[config.mk]
export PLATFORM = sky130hd
export DESIGN_NAME = div_dispatch
export DESIGN_NICKNAME = d
export VERILOG_FILES = /design/src/rtl/div_pkg.sv /design/src/rtl/div_req_fifo.sv /design/src/rtl/div_dispatch.sv
export SDC_FILE = /design/constraint.sdc
export NUM_CORES = 1
export LEC_CHECK = 0
export BUFFER_PORTS_ARGS = -buffer_cell sky130_fd_sc_hd__clkbuf_2
export CORE_AREA = 2 2 221 169
export DETAILED_ROUTE_END_ITERATION = 8
export DIE_AREA = 0 0 223 171
export MAX_ROUTING_LAYER = met4
export PLACE_DENSITY = 0.74
export SYNTH_ARGS = -nofsm -noshare
export SYNTH_HDL_FRONTEND = slang
export SYNTH_HIERARCHICAL = 1
export SYNTH_SLANG_ARGS = --single-unit
[constraint.sdc]
create_clock -name clk -period 4.05 [get_ports clk]
set_input_delay 0.81 -clock clk [delete_from_list [all_inputs] [get_ports clk]]
set_output_delay 0.81 -clock clk [all_outputs]
set_load 0.01 [all_outputs]
[src/rtl/div_pkg.sv]
// Shared types and constants for the divider request dispatcher.
// Used by div_req_fifo and div_dispatch.
package div_pkg;

  localparam int unsigned DIV_W     = 32;
  // Width of the tag field carried through the request FIFO; div_dispatch
  // TAG_W values above this need the field widened here.
  localparam int unsigned DIV_TAG_W = 4;

  typedef enum logic [2:0] {
    ST_FLUSH,
    ST_IDLE,
    ST_ISSUE,
    ST_WAIT,
    ST_HOLD
  } div_state_t;

  typedef struct packed {
    logic [DIV_W-1:0]     dividend;
    logic [DIV_W-1:0]     divisor;
    logic [DIV_TAG_W-1:0] tag;
  } div_req_t;

endpackage

[src/rtl/div_req_fifo.sv]
// Synchronous request FIFO, power-of-two depth, async active-low reset.
// Head entry is presented combinationally while non-empty.
module div_req_fifo #(
  parameter int unsigned DEPTH = 4,
  parameter int unsigned WIDTH = 8
) (
  input  logic             clk,
  input  logic             rst_n,
  input  logic             i_push,
  input  logic [WIDTH-1:0] i_data,
  input  logic             i_pop,
  output logic             o_full,
  output logic             o_empty,
  output logic [WIDTH-1:0] o_head
);

  localparam int unsigned AW = $clog2(DEPTH);

  logic [WIDTH-1:0] r_mem [DEPTH];
  logic [AW:0]      r_wptr;
  logic [AW:0]      r_rptr;

  // Read/write pointers with a wrap bit to tell full from empty
  always_ff @(posedge clk or negedge rst_n) begin
    if (!rst_n) begin
      r_wptr <= '0;
      r_rptr <= '0;
    end else begin
      if (i_push && !o_full)
        r_wptr <= r_wptr + (AW+1)'(1);
      if (i_pop && !o_empty)
        r_rptr <= r_rptr + (AW+1)'(1);
    end
  end

  // Storage array; contents are only meaningful between the pointers
  always_ff @(posedge clk) begin
    if (i_push && !o_full)
      r_mem[r_wptr[AW-1:0]] <= i_data;
  end

  assign o_empty = (r_wptr == r_rptr);
  assign o_full  = (r_wptr[AW] != r_rptr[AW]) &&
                   (r_wptr[AW-1:0] == r_rptr[AW-1:0]);
  assign o_head  = r_mem[r_rptr[AW-1:0]];

endmodule

[src/rtl/div_dispatch.sv]
// Request-side front end for the 32-bit iterative divider: buffers tagged
// requests, issues them one at a time with a single-cycle calc pulse and
// returns quotient/remainder with the tag over a valid/ready port.
// Optional feature: define DIV_TIMEOUT_EN to bound the WAIT state by TIMEOUT
// cycles (error response, then re-flush of the divider).
module div_dispatch
  import div_pkg::*;
#(
  parameter int unsigned DEPTH        = 4,
  parameter int unsigned TAG_W        = 4,
  parameter int unsigned DRAIN_CYCLES = 40,
  parameter int unsigned TIMEOUT      = 48
) (
  input  logic             clk,
  input  logic             rst_n,
  input  logic             req_valid,
  output logic             req_ready,
  input  logic [DIV_W-1:0] req_dividend,
  input  logic [DIV_W-1:0] req_divisor,
  input  logic [TAG_W-1:0] req_tag,
  output logic             rsp_valid,
  input  logic             rsp_ready,
  output logic [DIV_W-1:0] rsp_quotient,
  output logic [DIV_W-1:0] rsp_remainder,
  output logic [TAG_W-1:0] rsp_tag,
  output logic             rsp_err,
  output logic             div_calc,
  output logic [DIV_W-1:0] div_dividend,
  output logic [DIV_W-1:0] div_divisor,
  input  logic [DIV_W-1:0] div_quotient,
  input  logic [DIV_W-1:0] div_remainder,
  input  logic             div_done_stb,
  output logic             busy
);

  // One counter serves the drain window and, when enabled, the WAIT timeout,
  // so it is sized for the longer of the two.
  localparam int unsigned CNT_MAX = (DRAIN_CYCLES > TIMEOUT) ? DRAIN_CYCLES : TIMEOUT;
  localparam int unsigned CNT_W   = $clog2(CNT_MAX + 1);

  div_state_t       r_state;
  logic [CNT_W-1:0] r_cnt;
  logic             r_div_calc;
  logic [DIV_W-1:0] r_div_dividend;
  logic [DIV_W-1:0] r_div_divisor;
  logic [TAG_W-1:0] r_tag;
  logic             r_rsp_valid;
  logic [DIV_W-1:0] r_rsp_q;
  logic [DIV_W-1:0] r_rsp_r;
  logic [TAG_W-1:0] r_rsp_tag;
  logic             r_busy;
`ifdef DIV_TIMEOUT_EN
  logic             r_rsp_err;
`endif

  div_req_t w_req;
  div_req_t w_head;
  logic     w_full;
  logic     w_empty;
  logic     w_push;
  logic     w_pop;

  // Pack the incoming request into the FIFO entry layout
  always_comb begin
    w_req.dividend = req_dividend;
    w_req.divisor  = req_divisor;
    w_req.tag      = DIV_TAG_W'(req_tag);
  end

  assign req_ready = !w_full;
  assign w_push    = req_valid && !w_full;
  assign w_pop     = (r_state == ST_IDLE) && !w_empty;

  div_req_fifo #(
    .DEPTH (DEPTH),
    .WIDTH ($bits(div_req_t))
  ) u_fifo (
    .clk     (clk),
    .rst_n   (rst_n),
    .i_push  (w_push),
    .i_data  (w_req),
    .i_pop   (w_pop),
    .o_full  (w_full),
    .o_empty (w_empty),
    .o_head  (w_head)
  );

  // Issue/response sequencer with registered divider and response outputs
  always_ff @(posedge clk or negedge rst_n) begin
    if (!rst_n) begin
      r_state        <= ST_FLUSH;
      r_cnt          <= '0;
      r_div_calc     <= 1'b0;
      r_div_dividend <= '0;
      r_div_divisor  <= '0;
      r_tag          <= '0;
      r_rsp_valid    <= 1'b0;
      r_rsp_q        <= '0;
      r_rsp_r        <= '0;
      r_rsp_tag      <= '0;
      r_busy         <= 1'b0;
`ifdef DIV_TIMEOUT_EN
      r_rsp_err      <= 1'b0;
`endif
    end else begin
      r_div_calc <= 1'b0;
      r_busy     <= (r_state != ST_IDLE) || !w_empty;
      case (r_state)
        ST_FLUSH: begin
          if (div_done_stb || (r_cnt == CNT_W'(DRAIN_CYCLES - 1))) begin
            r_state <= ST_IDLE;
            r_cnt   <= '0;
          end else begin
            r_cnt <= r_cnt + CNT_W'(1);
          end
        end
        ST_IDLE: begin
          if (!w_empty) begin
            r_div_dividend <= w_head.dividend;
            r_div_divisor  <= w_head.divisor;
            r_tag          <= TAG_W'(w_head.tag);
            r_div_calc     <= 1'b1;
            r_state        <= ST_ISSUE;
          end
        end
        ST_ISSUE: begin
          r_state <= ST_WAIT;
`ifdef DIV_TIMEOUT_EN
          // r_cnt holds the number of cycles elapsed since ISSUE
          r_cnt   <= CNT_W'(1);
`endif
        end
        ST_WAIT: begin
          if (div_done_stb) begin
            r_rsp_q     <= div_quotient;
            r_rsp_r     <= div_remainder;
            r_rsp_tag   <= r_tag;
            r_rsp_valid <= 1'b1;
            r_state     <= ST_HOLD;
`ifdef DIV_TIMEOUT_EN
            r_rsp_err   <= 1'b0;
          end else if (r_cnt == CNT_W'(TIMEOUT - 1)) begin
            r_rsp_q     <= '0;
            r_rsp_r     <= '0;
            r_rsp_tag   <= r_tag;
            r_rsp_valid <= 1'b1;
            r_rsp_err   <= 1'b1;
            r_state     <= ST_HOLD;
          end else begin
            r_cnt <= r_cnt + CNT_W'(1);
`endif
          end
        end
        ST_HOLD: begin
          if (rsp_ready) begin
            r_rsp_valid <= 1'b0;
`ifdef DIV_TIMEOUT_EN
            if (r_rsp_err) begin
              r_rsp_err <= 1'b0;
              r_cnt     <= '0;
              r_state   <= ST_FLUSH;
            end else begin
              r_state <= ST_IDLE;
            end
`else
            r_state <= ST_IDLE;
`endif
          end
        end
        default: r_state <= ST_FLUSH;
      endcase
    end
  end

  assign div_calc      = r_div_calc;
  assign div_dividend  = r_div_dividend;
  assign div_divisor   = r_div_divisor;
  assign rsp_valid     = r_rsp_valid;
  assign rsp_quotient  = r_rsp_q;
  assign rsp_remainder = r_rsp_r;
  assign rsp_tag       = r_rsp_tag;
  assign busy          = r_busy;
`ifdef DIV_TIMEOUT_EN
  assign rsp_err       = r_rsp_err;
`else
  assign rsp_err       = 1'b0;
`endif

endmodule
## Word level (Yosys, flattened, before mapping)

Memory sizes are Yosys's and may differ from the RTL's. A register that Yosys moved wholly into a read port is not among the register bits.
Cells that the tools add are included.

| storage, ports and cells | value |
|---|---|
| memories kept | 1 |
| memory bits (read-only) | 0 |
| flip-flop bits (word level) | 86 |
| input port bits | 137 |
| latch bits | 0 |
| logic and storage cells | 57 |
| memory bits (writable) | 272 |
| output and inout port bits | 137 |

Memory list:

| name | depth | width | rd ports | clocked after memory_dff | wr ports | line | text |
|---|---|---|---|---|---|---|---|
| u_fifo.r_mem | 4 | 68 | 1 | 1 | 1 | div_req_fifo.sv:19 | `logic [WIDTH-1:0] r_mem [DEPTH];` |

| operators by class | value |
|---|---|
| $mul | 0 |
| bitwise operators | 1 |
| add/subtract/negate cells | 3 |
| $lt $le $gt $ge | 0 |
| reductions and logical operators | 16 |
| multiplexer cells | 13 |
| divide/modulo/power cells | 0 |
| equal/unequal tests | 13 |
| shift-type cells | 0 |

Operator list:

| cell | count |
|---|---|
| 3-bit case mux with 5 select lines | 1 |
| 3-bit two-way mux | 4 |
| 2-bit inequality test, second input constant | 4 |
| 3-bit by 1-bit adder with 3-bit output, second input constant | 2 |
| 6-bit by 1-bit adder with 6-bit output, second input constant | 1 |
| 3-bit by 2-bit equality test with 1-bit output, second input constant | 2 |
| 6-bit equality test, second input constant | 1 |
| 1-bit two-way mux | 6 |
| 6-bit two-way mux | 1 |
| 1-bit logical AND | 5 |
| 2-bit AND reduction | 2 |
| 4-bit AND reduction | 1 |
| 3-bit by 1-bit equality test with 1-bit output, second input constant | 1 |
| 3-bit equality test | 1 |
| 3-bit equality test, second input constant | 1 |
| 1-bit logical NOT | 3 |
| 3-bit logical NOT | 1 |
| 3-bit by 1-bit inequality test with 1-bit output, second input constant | 1 |
| 3-bit AND reduction | 1 |
| 2-bit equality test | 1 |
| 1-bit logical OR | 2 |
| 1-bit case mux with 2 select lines | 1 |
| 2-bit nonzero test | 1 |
| 1-bit inequality test | 1 |
| 1-bit NOT | 1 |

## Logic depth before layout (Yosys ltp)

Gate-level depths: netlist of the first run.

| logic depth | value |
|---|---|
| depth in word-level cells | 7 |
| mapped depth | 10 |
| gate-level depth less buffers | 7 |

## Hierarchy

Netlist of the first run, hierarchy kept.

By module, submodules not included:

| module | seq. area each (um2) | area an instance (um2) | times used | cells each |
|---|---|---|---|---|
| div_req_fifo | 8,318.0 | 10,248.6 | 1 | 404 |
| div_dispatch | 3,703.6 | 5,706.7 | 1 | 355 |

## Least setup slack after synthesis of the first run

No wires, ideal clock.

| timing path | value |
|---|---|
| path kind | register -> register |
| start point | reg u_fifo.r_rptr[0] |
| end point | mem u_fifo/r_mem[3][0] (netlist bit) (enable) |
| setup slack | 0.217 ns |
| setup time | 0.458 ns |
| path buffers | 1 |
| period minus slack after synthesis | 3.833 ns |
| arrival time | 3.375 ns |
| cell stages (with the launch flop) | 8 |
| cells stage by stage | dfrtp_1 buf_6 xnor2_1 nand3_1 inv_1 nor2b_1 nand2_1 a31oi_2 |

| on the way | value |
|---|---|
| longest elaborated chain between the ends | 7 |

RTL lines:

| element | line | text |
|---|---|---|
| start, declared | div_req_fifo.sv:21 | `logic [AW:0] r_rptr;` |
| start signal, assigned | div_req_fifo.sv:32 | `r_rptr <= r_rptr + (AW+1)'(1);` |
| 2-bit equality test | div_req_fifo.sv:44 | `(r_wptr[AW-1:0] == r_rptr[AW-1:0]);` |
| 1-bit logical AND | div_req_fifo.sv:43 | `assign o_full = (r_wptr[AW] != r_rptr[AW]) &&` |
| named net w_full | div_dispatch.sv:58 | `logic w_full;` |
| 1-bit logical NOT | div_dispatch.sv:71 | `assign w_push = req_valid && !w_full;` |
| 1-bit logical AND | div_dispatch.sv:71 |  |
| named net w_push | div_dispatch.sv:60 | `logic w_push;` |
| 1-bit logical AND | div_req_fifo.sv:38 | `if (i_push && !o_full)` |
| 1-bit two-way mux | div_req_fifo.sv:38 |  |
| 1-bit two-way mux (not written as such) | div_req_fifo.sv:39 | `r_mem[r_wptr[AW-1:0]] <= i_data;` |
| end, declared | div_req_fifo.sv:19 |  |

The timed path passes the listed nets, and every way through them passes these cells.

## Worst setup path after layout of the first run

| timing path | value |
|---|---|
| start point | reg u_fifo.r_wptr[0] |
| end point | out req_ready |

| on the way | value |
|---|---|
| longest elaborated chain between the ends | 3 |

RTL lines:

| element | line | text |
|---|---|---|
| start, declared | div_req_fifo.sv:20 | `logic [AW:0] r_wptr;` |
| start signal, assigned | div_req_fifo.sv:30 | `r_wptr <= r_wptr + (AW+1)'(1);` |
| 2-bit equality test | div_req_fifo.sv:44 |  |
| 1-bit logical AND | div_req_fifo.sv:43 |  |
| named net w_full | div_dispatch.sv:58 |  |
| 1-bit logical NOT | div_dispatch.sv:70 | `assign req_ready = !w_full;` |
| end, declared | div_dispatch.sv:17 | `output logic req_ready,` |

The timed path passes the listed nets, and every way through them passes these cells.

==> results of run 1 <==
## how the worst min path moves through the flow
| stage | startpoint | end | slack (ns) | cells after the start |
|---|---|---|---|---|
| after floorplan | r_cnt[1] | r_cnt[1] | 0.47 | 2 |
| final | rst_n | div_divisor[27] | 0.34 | 1 |
| after global routing | rst_n | div_dividend[0] | 0.39 | 1 |
| after global placement | rsp_valid | rsp_valid | 0.47 | 2 |
| after CTS | rst_n | div_dividend[27] | 0.36 | 1 |
| after detailed placement | div_dividend[1] | div_dividend[1] | 0.48 | 1 |
## through the flow
step                      utilization  std cells  power (mW)  setup WS, ns  hold slack (ns)
final                           0.532       1563        15.4          1.05            0.340
after global routing            0.532       1563        16.3         0.867            0.389
after CTS                       0.532       1559        15.6          1.03            0.363
after detailed placement        0.494       1482        11.7          1.16            0.476
after global placement          0.494       1482        11.6          1.18            0.473
after floorplan                     -        759        9.98         0.217            0.468
## power by group
| part | internal (mW) | switching, mW | total (mW) |
|---|---|---|---|
| clock network | 2.27 | 1.61 | 3.87 |
| registers | 6.15 | 0.606 | 6.76 |
| logic | 2.36 | 2.39 | 4.76 |
| total | 10.8 | 4.61 | 15.4 |
## flip-flops by register name, summed over array words and instances, names as in the netlist
name,flops
rsp_quotient,32
r_state,3
busy,1
rsp_tag,4
div_calc,1
r_cnt,6
u_fifo/r_rptr,3
div_dividend,32
r_tag,4
u_fifo/r_wptr,3
rsp_valid,1
u_fifo/r_mem,272
div_divisor,32
rsp_remainder,32
## worst max-delay path: cells and delay by family, from the launching register on
family        cells  cell delay [ns]
xor+xnor          1             0.56
simple gates      1             0.30
flops             1             0.47
buf+inv           3             0.33
## area by class of cell
cell class                      instances  area share
Timing Repair Buffer                  286      0.0802
Sequential cell                       426       0.623
Multi-Input combinational cell        291       0.193
Clock buffer                           53      0.0571
Antenna cell                            4    0.000519
Tap cell                              472      0.0306
Clock inverter                         24      0.0142
Inverter                                7     0.00136
## kinds of logic after synthesis
kind of cell / after synthesis
other: 1
AND/OR/NAND/NOR: 41
AO/OA/AOI/OAI: 28
flip-flops: 426
multiplexers: 206
XOR/XNOR: 9
adder cells (fa/ha/maj): 6
buffers and inverters: 42
## synthesized netlist by cell type, drive strengths merged
| library cell | number |
|---|---|
| ha | 6 |
| and3 | 6 |
| nor4b | 1 |
| nand2b | 3 |
| mux2 | 137 |
| or3 | 2 |
| a41o | 1 |
| a21o | 4 |
| inv | 7 |
| mux2i | 1 |
| clkbuf | 8 |
| a21oi | 6 |
| nand2 | 11 |
| o211ai | 1 |
| and2 | 1 |
| a211oi | 2 |
| edfxtp | 272 |
| o21ai | 7 |
| nand3b | 1 |
| conb | 1 |
| nand3 | 4 |
| xnor2 | 5 |
| dfrtp | 154 |
| nor2b | 1 |
| nor2 | 5 |
| a31oi | 2 |
| buf | 27 |
| mux4 | 68 |
| o41ai | 1 |
| o31ai | 4 |
| nor3 | 6 |
| xor2 | 4 |
## metal layers
layer | global-route usage | vias to the layer above | part of all wire
met5 | - | - | 0
met4 | 0.0435 | 0 | 0.018
met3 | 0.0397 | 48 | 0.056
met2 | 0.270 | 198 | 0.49
met1 | 0.222 | 4156 | 0.44
li1 | - | 3577 | -
==> run_results.csv, run 1 <==
group,metric,value,unit
sta,finalHoldViolCount,0,
finish,area_delta_synth_final,21.0,%
place,post_dp_cell_area,0.0179,mm²
grt,first_global_vias,8436,
synthesis,ys_top_cells_by_area,"edfxtp_1 (51%), dfrtp_1 (24%), mux4_2 (9.6%)",
grt,grt_overflow_total,0,
floorplan,row_count,61,
synthesis,post_synth_xor_area_fraction,0.00541,
clock_network,cts.hold.buffers_added,0,
sta,worstMarginPinSlew,1.12,ns
synthesis,syn_area_per_cell,21.0,µm²
sta,max_slew_violation_count,0,
finish,regArea,0.0120,mm²
critical_path,cp_slowest_stage_delay,0.56,ns
drt,vias_per_cell,5.10,
sta,achievable-frequency,333,MHz
sta,setup_repair_after_global_routing_missed_its_margin,"no",
synthesis,synth_top_family_by_area,"multiplexers",
finish,most_common_cell_after_layout_fill_and_taps_aside,"edfxtp_1",
synthesis,part_of_the_yosys_area_used_for_sequential_elements,0.753,
critical_path,r2r-start,"u_fifo/r_wptr[0]",
clock_network,clock_tree.root_cell,"clkbuf_16",
drt,drt-initial-drc-count,453,
drt,antenna_left,0,
synthesis,syn_nets,902,
critical_path,worstPathMaxFanout,6,
finish,layout-drive-gt1-share,0.512,
place,io_buffer_count,272,
critical_path,worstSetupStartpointType,"flip-flop",
floorplan,fp.dieW,223,µm
critical_path,cp-endpoint,"req_ready",
critical_path,critical_path.endpoint_type,"output port",
synthesis,post_synth_num_cell_types,41,
clock_network,clock_tree.buffer_depth,3,
grt,pin_count_of_the_biggest_net_entering_global_routing,77,
clock_network,cts.reportedPaths.clkPinSlew,0.06,ns
clock_network,clock-sinks,426,
finish,layout_common_cells,"edfxtp_1 (272), clkbuf_2 (271), dfrtp_1 (152)",
sta,finalSetupTns,0,ns
run_status,outcome,"finished clean",
finish,nNetsFinal,1197,
floorplan,initial_cell_density_of_the_core,0.440,
critical_path,critPathSlowestCell,"xnor2_1",
sta,relSlewSlack,0.251,
critical_path,worstPathCellList,"xnor2_1, nand3_1, inv_1, inv_1, clkbuf_2",
floorplan,num_io_pins,274,
synthesis,synth_top_cell_area_share,0.512,
finish,fill_cells,2887,
critical_path,cp_data_arrival_time,2.19,ns
synthesis,ys_warn_count,6,
clock_network,numCtsBuffers,42,
drt,drcViolationCount,0,
synthesis,synth.mux.area_fraction,0.195,
power,p_leak,7.50,nW
power,ir_drop,0.000528,V
synthesis,synth_top_area_cell,"edfxtp_1",
clock_network,cts_h_tree_depth,2,
critical_path,worstReg2RegEnd,"u_fifo/r_mem[1][1]",
synthesis,synthSimpleGateAreaFrac,0.0144,
floorplan,core,0.0363,mm²
drt,wire_per_inst,20.0,µm
clock_network,cts_tree,"built",
critical_path,r2r.worst_path.cells,6,
floorplan,chipHeight,171,µm
critical_path,worst-endpoint-required,3.24,ns
power,power-per-cell-area,797,mW/mm²
finish,multiInputGateArea,0.00372,mm²
synthesis,syn_area,0.0160,mm²
critical_path,cell_occurring_most_often_along_the_worst_timing_path,"inv_1",
drt,detail_route.first_pass.iterations,4,
grt,antenna_found_initial,4,
drt,detailroute.via_count,7979,
sta,finalWorstPathRequiredPeriod,3.00,ns
clock_network,cts-resized-gates,0,
flow_run,max_cap_viol_count,0,
place,place.gp.congestion,0.726,
clock_network,worstSkewPairLatency,0.55,ns
finish,final_area,0.0193,mm²
critical_path,criticalPathCategory,"flip-flop to output port",
synthesis,arithmetic_cell_share_of_the_synthesized_area_counting_full_adders_half_adders_and_majority_gates,0.00471,
sta,clock_skew_after_layout,0.0185,ns
critical_path,crit_start,"u_fifo/r_wptr[0]",
critical_path,timing.reg2reg.setup_slack,1.18,ns
place,dp.final_hpwl,18700,µm
clock_network,cts_setup_buffers,0,
synthesis,synth_compound_area_frac,0.0116,
floorplan,die_area,0.0381,mm²
grt,grt_pass1_wl,47900,µm
synthesis,netlist_instances,759,
sta,final_min_period_over_clock_period,0.741,
sta,setup_viol_count_final,0,
drt,wirelength,31200,µm
synthesis,number_of_register_bits_inferred_by_synthesis,426,
grt,grtUsageTotal,0.169,
hold_path,hold_path.class,"input pin to asynchronous set/reset pin",
(Power assumes the default switching activity.)
==> run 2, diff against run 1 <==
--- a/config.mk
+++ b/config.mk
@@ -5,12 +5,13 @@
 export SDC_FILE = /design/constraint.sdc
 export NUM_CORES = 1
 export LEC_CHECK = 0
+export ABC_AREA = 1
 export BUFFER_PORTS_ARGS = -buffer_cell sky130_fd_sc_hd__clkbuf_2
-export CORE_AREA = 2 2 221 169
+export CORE_AREA = 2 2 224 171
 export DETAILED_ROUTE_END_ITERATION = 8
-export DIE_AREA = 0 0 223 171
+export DIE_AREA = 0 0 226 173
 export MAX_ROUTING_LAYER = met4
-export PLACE_DENSITY = 0.74
+export PLACE_DENSITY = 0.71
 export SYNTH_ARGS = -nofsm -noshare
 export SYNTH_HDL_FRONTEND = slang
 export SYNTH_HIERARCHICAL = 1
==> constraint.sdc (replaced) <==
create_clock -name clk -period 2.9 [get_ports clk]
set_input_delay 0.58 -clock clk [delete_from_list [all_inputs] [get_ports clk]]
set_output_delay 0.58 -clock clk [all_outputs]
set_load 0.01 [all_outputs]
==> run 2 against run 1 <==
Net effect: sequential share of layout area down 1.2 points; non-clock buffer count grew 12; clock-buffer cell count grew 7; register-to-register slack worse by 0.80 ns; largest power group unchanged.
==> run_results.csv, run 2 <==
group,metric,value,unit
critical_path,cp_data_arrival_time,3.00,ns
drt,drt-initial-drc-count,803,
critical_path,crit_start,"u_fifo/r_rptr[0]",
synthesis,post_synth_num_cell_types,28,
drt,detailroute.via_count,10898,
place,post-place-ws,0.429,ns
place,dp.final_hpwl,23700,µm
power,clock_power_share,0.262,
clock_network,worstSkewPairLatency,0.54,ns
critical_path,r2r-start,"u_fifo/r_rptr[0]",
critical_path,critical_path.endpoint_type,"flip-flop",
grt,grt_overflow_total,0,
place,cell_count_after_placement,2094,
clock_network,clock-sinks,426,
sta,finalSetupTns,0,ns
clock_network,cts.reportedPaths.clkPinSlew,0.06,ns
finish,fill_cells,3129,
synthesis,netlist_instances,1367,
drt,antenna_left,0,
synthesis,ys_warn_count,6,
floorplan,chipHeight,173,µm
sta,final_min_period_over_clock_period,0.869,
power,p_leak,8.51,nW
place,io_buffer_count,272,
synthesis,ys_top_cells_by_area,"edfxtp_1 (50%), dfrtp_1 (23%), nand2_1 (7.0%)",
finish,most_common_cell_after_layout_fill_and_taps_aside,"nand2_1",
critical_path,worst-endpoint-required,3.38,ns
clock_network,clock_tree.buffer_depth,3,
drt,detail_route.first_pass.iterations,5,
grt,grt_pass1_wl,59400,µm
floorplan,num_io_pins,274,
place,place.gp.congestion,0.753,
grt,pin_count_of_the_biggest_net_entering_global_routing,89,
sta,setup_repair_after_global_routing_missed_its_margin,"no",
synthesis,synth.top_cells.by_count,"nand2_1 (305), edfxtp_1 (272), dfrtp_1 (154)",
power,logic_pwr_share,0.316,
grt,first_global_vias,10774,
sta,postLayoutSetupSlackWorst,0.381,ns
hold_path,hold_path.class,"input pin to asynchronous set/reset pin",
floorplan,initial_cell_density_of_the_core,0.447,
clock_network,cts_tree,"built",
sta,achievable-frequency,397,MHz
finish,largest_register_ff_count,272,
finish,layout-drive-gt1-share,0.232,
power,switching_share,0.353,
critical_path,critPathSlowestCell,"buf_4",
grt,grtUsageTotal,0.201,
clock_network,clock_tree.root_cell,"clkbuf_16",
critical_path,cp_slowest_stage_delay,0.77,ns
synthesis,syn_area_per_cell,12.0,µm²
sta,finalWorstPathRequiredPeriod,2.52,ns
critical_path,criticalPathCategory,"flip-flop to flip-flop",
synthesis,part_of_the_yosys_area_used_for_sequential_elements,0.733,
finish,nNetsFinal,1777,
finish,finalNonFillerCells,2175,
synthesis,postSynth.asyncResetShare,0.362,
floorplan,die_area,0.0391,mm²
drt,vias_per_cell,5.01,
drt,wire_per_inst,17.8,µm
flow_run,max_cap_viol_count,0,
critical_path,worstPathCellList,"inv_4, buf_4, buf_4, o21ai_1, o22ai_1, nand2_1, nand2_1",
finish,final_area,0.0197,mm²
sta,worstMarginPinSlew,1.01,ns
sta,finalHoldViolCount,0,
synthesis,syn_area,0.0164,mm²
clock_network,cts.hold.buffers_added,0,
sta,clock_skew_after_layout,0.0111,ns
floorplan,core,0.0367,mm²
synthesis,synth_top_area_cell,"edfxtp_1",
synthesis,syn_nets,1510,
clock_network,cts_setup_buffers,0,
place,post_dp_cell_area,0.0182,mm²
power,cell_internal_pwr,14.2,mW
critical_path,worstPathMaxFanout,88,
sta,relSlewSlack,0.325,
clock_network,numCtsBuffers,42,
floorplan,row_count,61,
sta,max_slew_violation_count,0,
synthesis,number_of_register_bits_inferred_by_synthesis,426,
run_status,outcome,"finished clean",
finish,area_delta_synth_final,20.0,%
critical_path,critical-path-top-delay-family,"buffers and inverters",
clock_network,cts-resized-gates,0,
drt,drcViolationCount,0,
power,netSwitchingPower,7.72,mW
drt,wirelength,38700,µm
finish,layout_common_cells,"nand2_1 (305), edfxtp_1 (272), clkbuf_2 (271)",
critical_path,worstSetupStartpointType,"flip-flop",
critical_path,worstPathBufferInverterCount,3,
synthesis,yosys_most_used_dff,"edfxtp_1",
synthesis,yosys.cell_count.top_type,"nand2_1",
grt,antenna_found_initial,4,
synthesis,synth-edff-count,272,
synthesis,synth_top_cell_area_share,0.498,
power,power-per-cell-area,1110,mW/mm²
sta,setup_viol_count_final,0,
power,ir_drop,0.000489,V
power,power_frac_seq,0.421,
clock_network,cts_h_tree_depth,2,
floorplan,fp.dieW,226,µm
[run 2: worst paths after layout]
kind / to / slack [ns] / depth (start not counted)
worst min register to register: rsp_valid / 0.47 / 2
min in group clk: u_fifo/r_mem[1][24] / 0.26 / 1
worst max-delay path: div_dividend[5] / 0.38 / 7
max in group asynchronous: div_dividend[0] / 2.09 / 2
worst min-delay path: div_dividend[15] / 0.03 / 1
worst max register to register: div_dividend[5] / 0.38 / 7
[run 2: power groups by stage]
stage | Clock, mW | Combinational, mW | Sequential (mW)
after global routing | 6.12 | 7.75 | 9.41
after floorplan | 0 | 4.19 | 9.63
after global placement | 0 | 6.81 | 9.27
after detailed placement | 0 | 6.98 | 9.32
final | 5.74 | 6.91 | 9.22
after CTS | 5.89 | 7.01 | 9.22
[run 2: cell families (layout without fill, tap and decap cells)]
family	Yosys count	after routing	share of synthesized area
AO/OA/AOI/OAI	283	283	0.0919
other	1	5	0.000229
adder cells (fa/ha/maj)	6	6	0.00458
buffers and inverters	169	469	0.0548
XOR/XNOR	4	4	0.00214
AND/OR/NAND/NOR	478	478	0.113
flip-flops	426	426	0.733
[run 2: per-stage QoR]
step / hold slack [ns] / util / power [mW]
2_1_floorplan: 0.284 / - / 13.8
3_3_place_gp: 0.458 / 0.495 / 16.1
3_5_place_dp: 0.462 / 0.495 / 16.3
4_1_cts: 0.0408 / 0.536 / 22.1
5_1_grt: 0.0631 / 0.536 / 23.3
6_report: 0.0302 / 0.536 / 21.9
[run 2: cell type report]
cell class	count	area, µm²	area share
inverters	94	359	0.0182
clock inverters	17	218	0.0111
well taps	504	631	0.0320
multi-input cells	772	3520	0.179
clock buffers	60	1260	0.0641
flip-flops and latches	426	12000	0.611
repair buffers	298	1650	0.0839
diodes	4	10.0	0.000509
[run 2: routing by layer]
metal | routed length, µm | vias to the layer above | part of all wire | GRT usage
li1 | - | 5200 | - | -
met1 | 16500 | 5223 | 0.43 | 0.256
met2 | 18400 | 412 | 0.47 | 0.327
met3 | 3080 | 63 | 0.080 | 0.0474
met4 | 755 | 0 | 0.020 | 0.0516
met5 | 0 | - | 0 | -
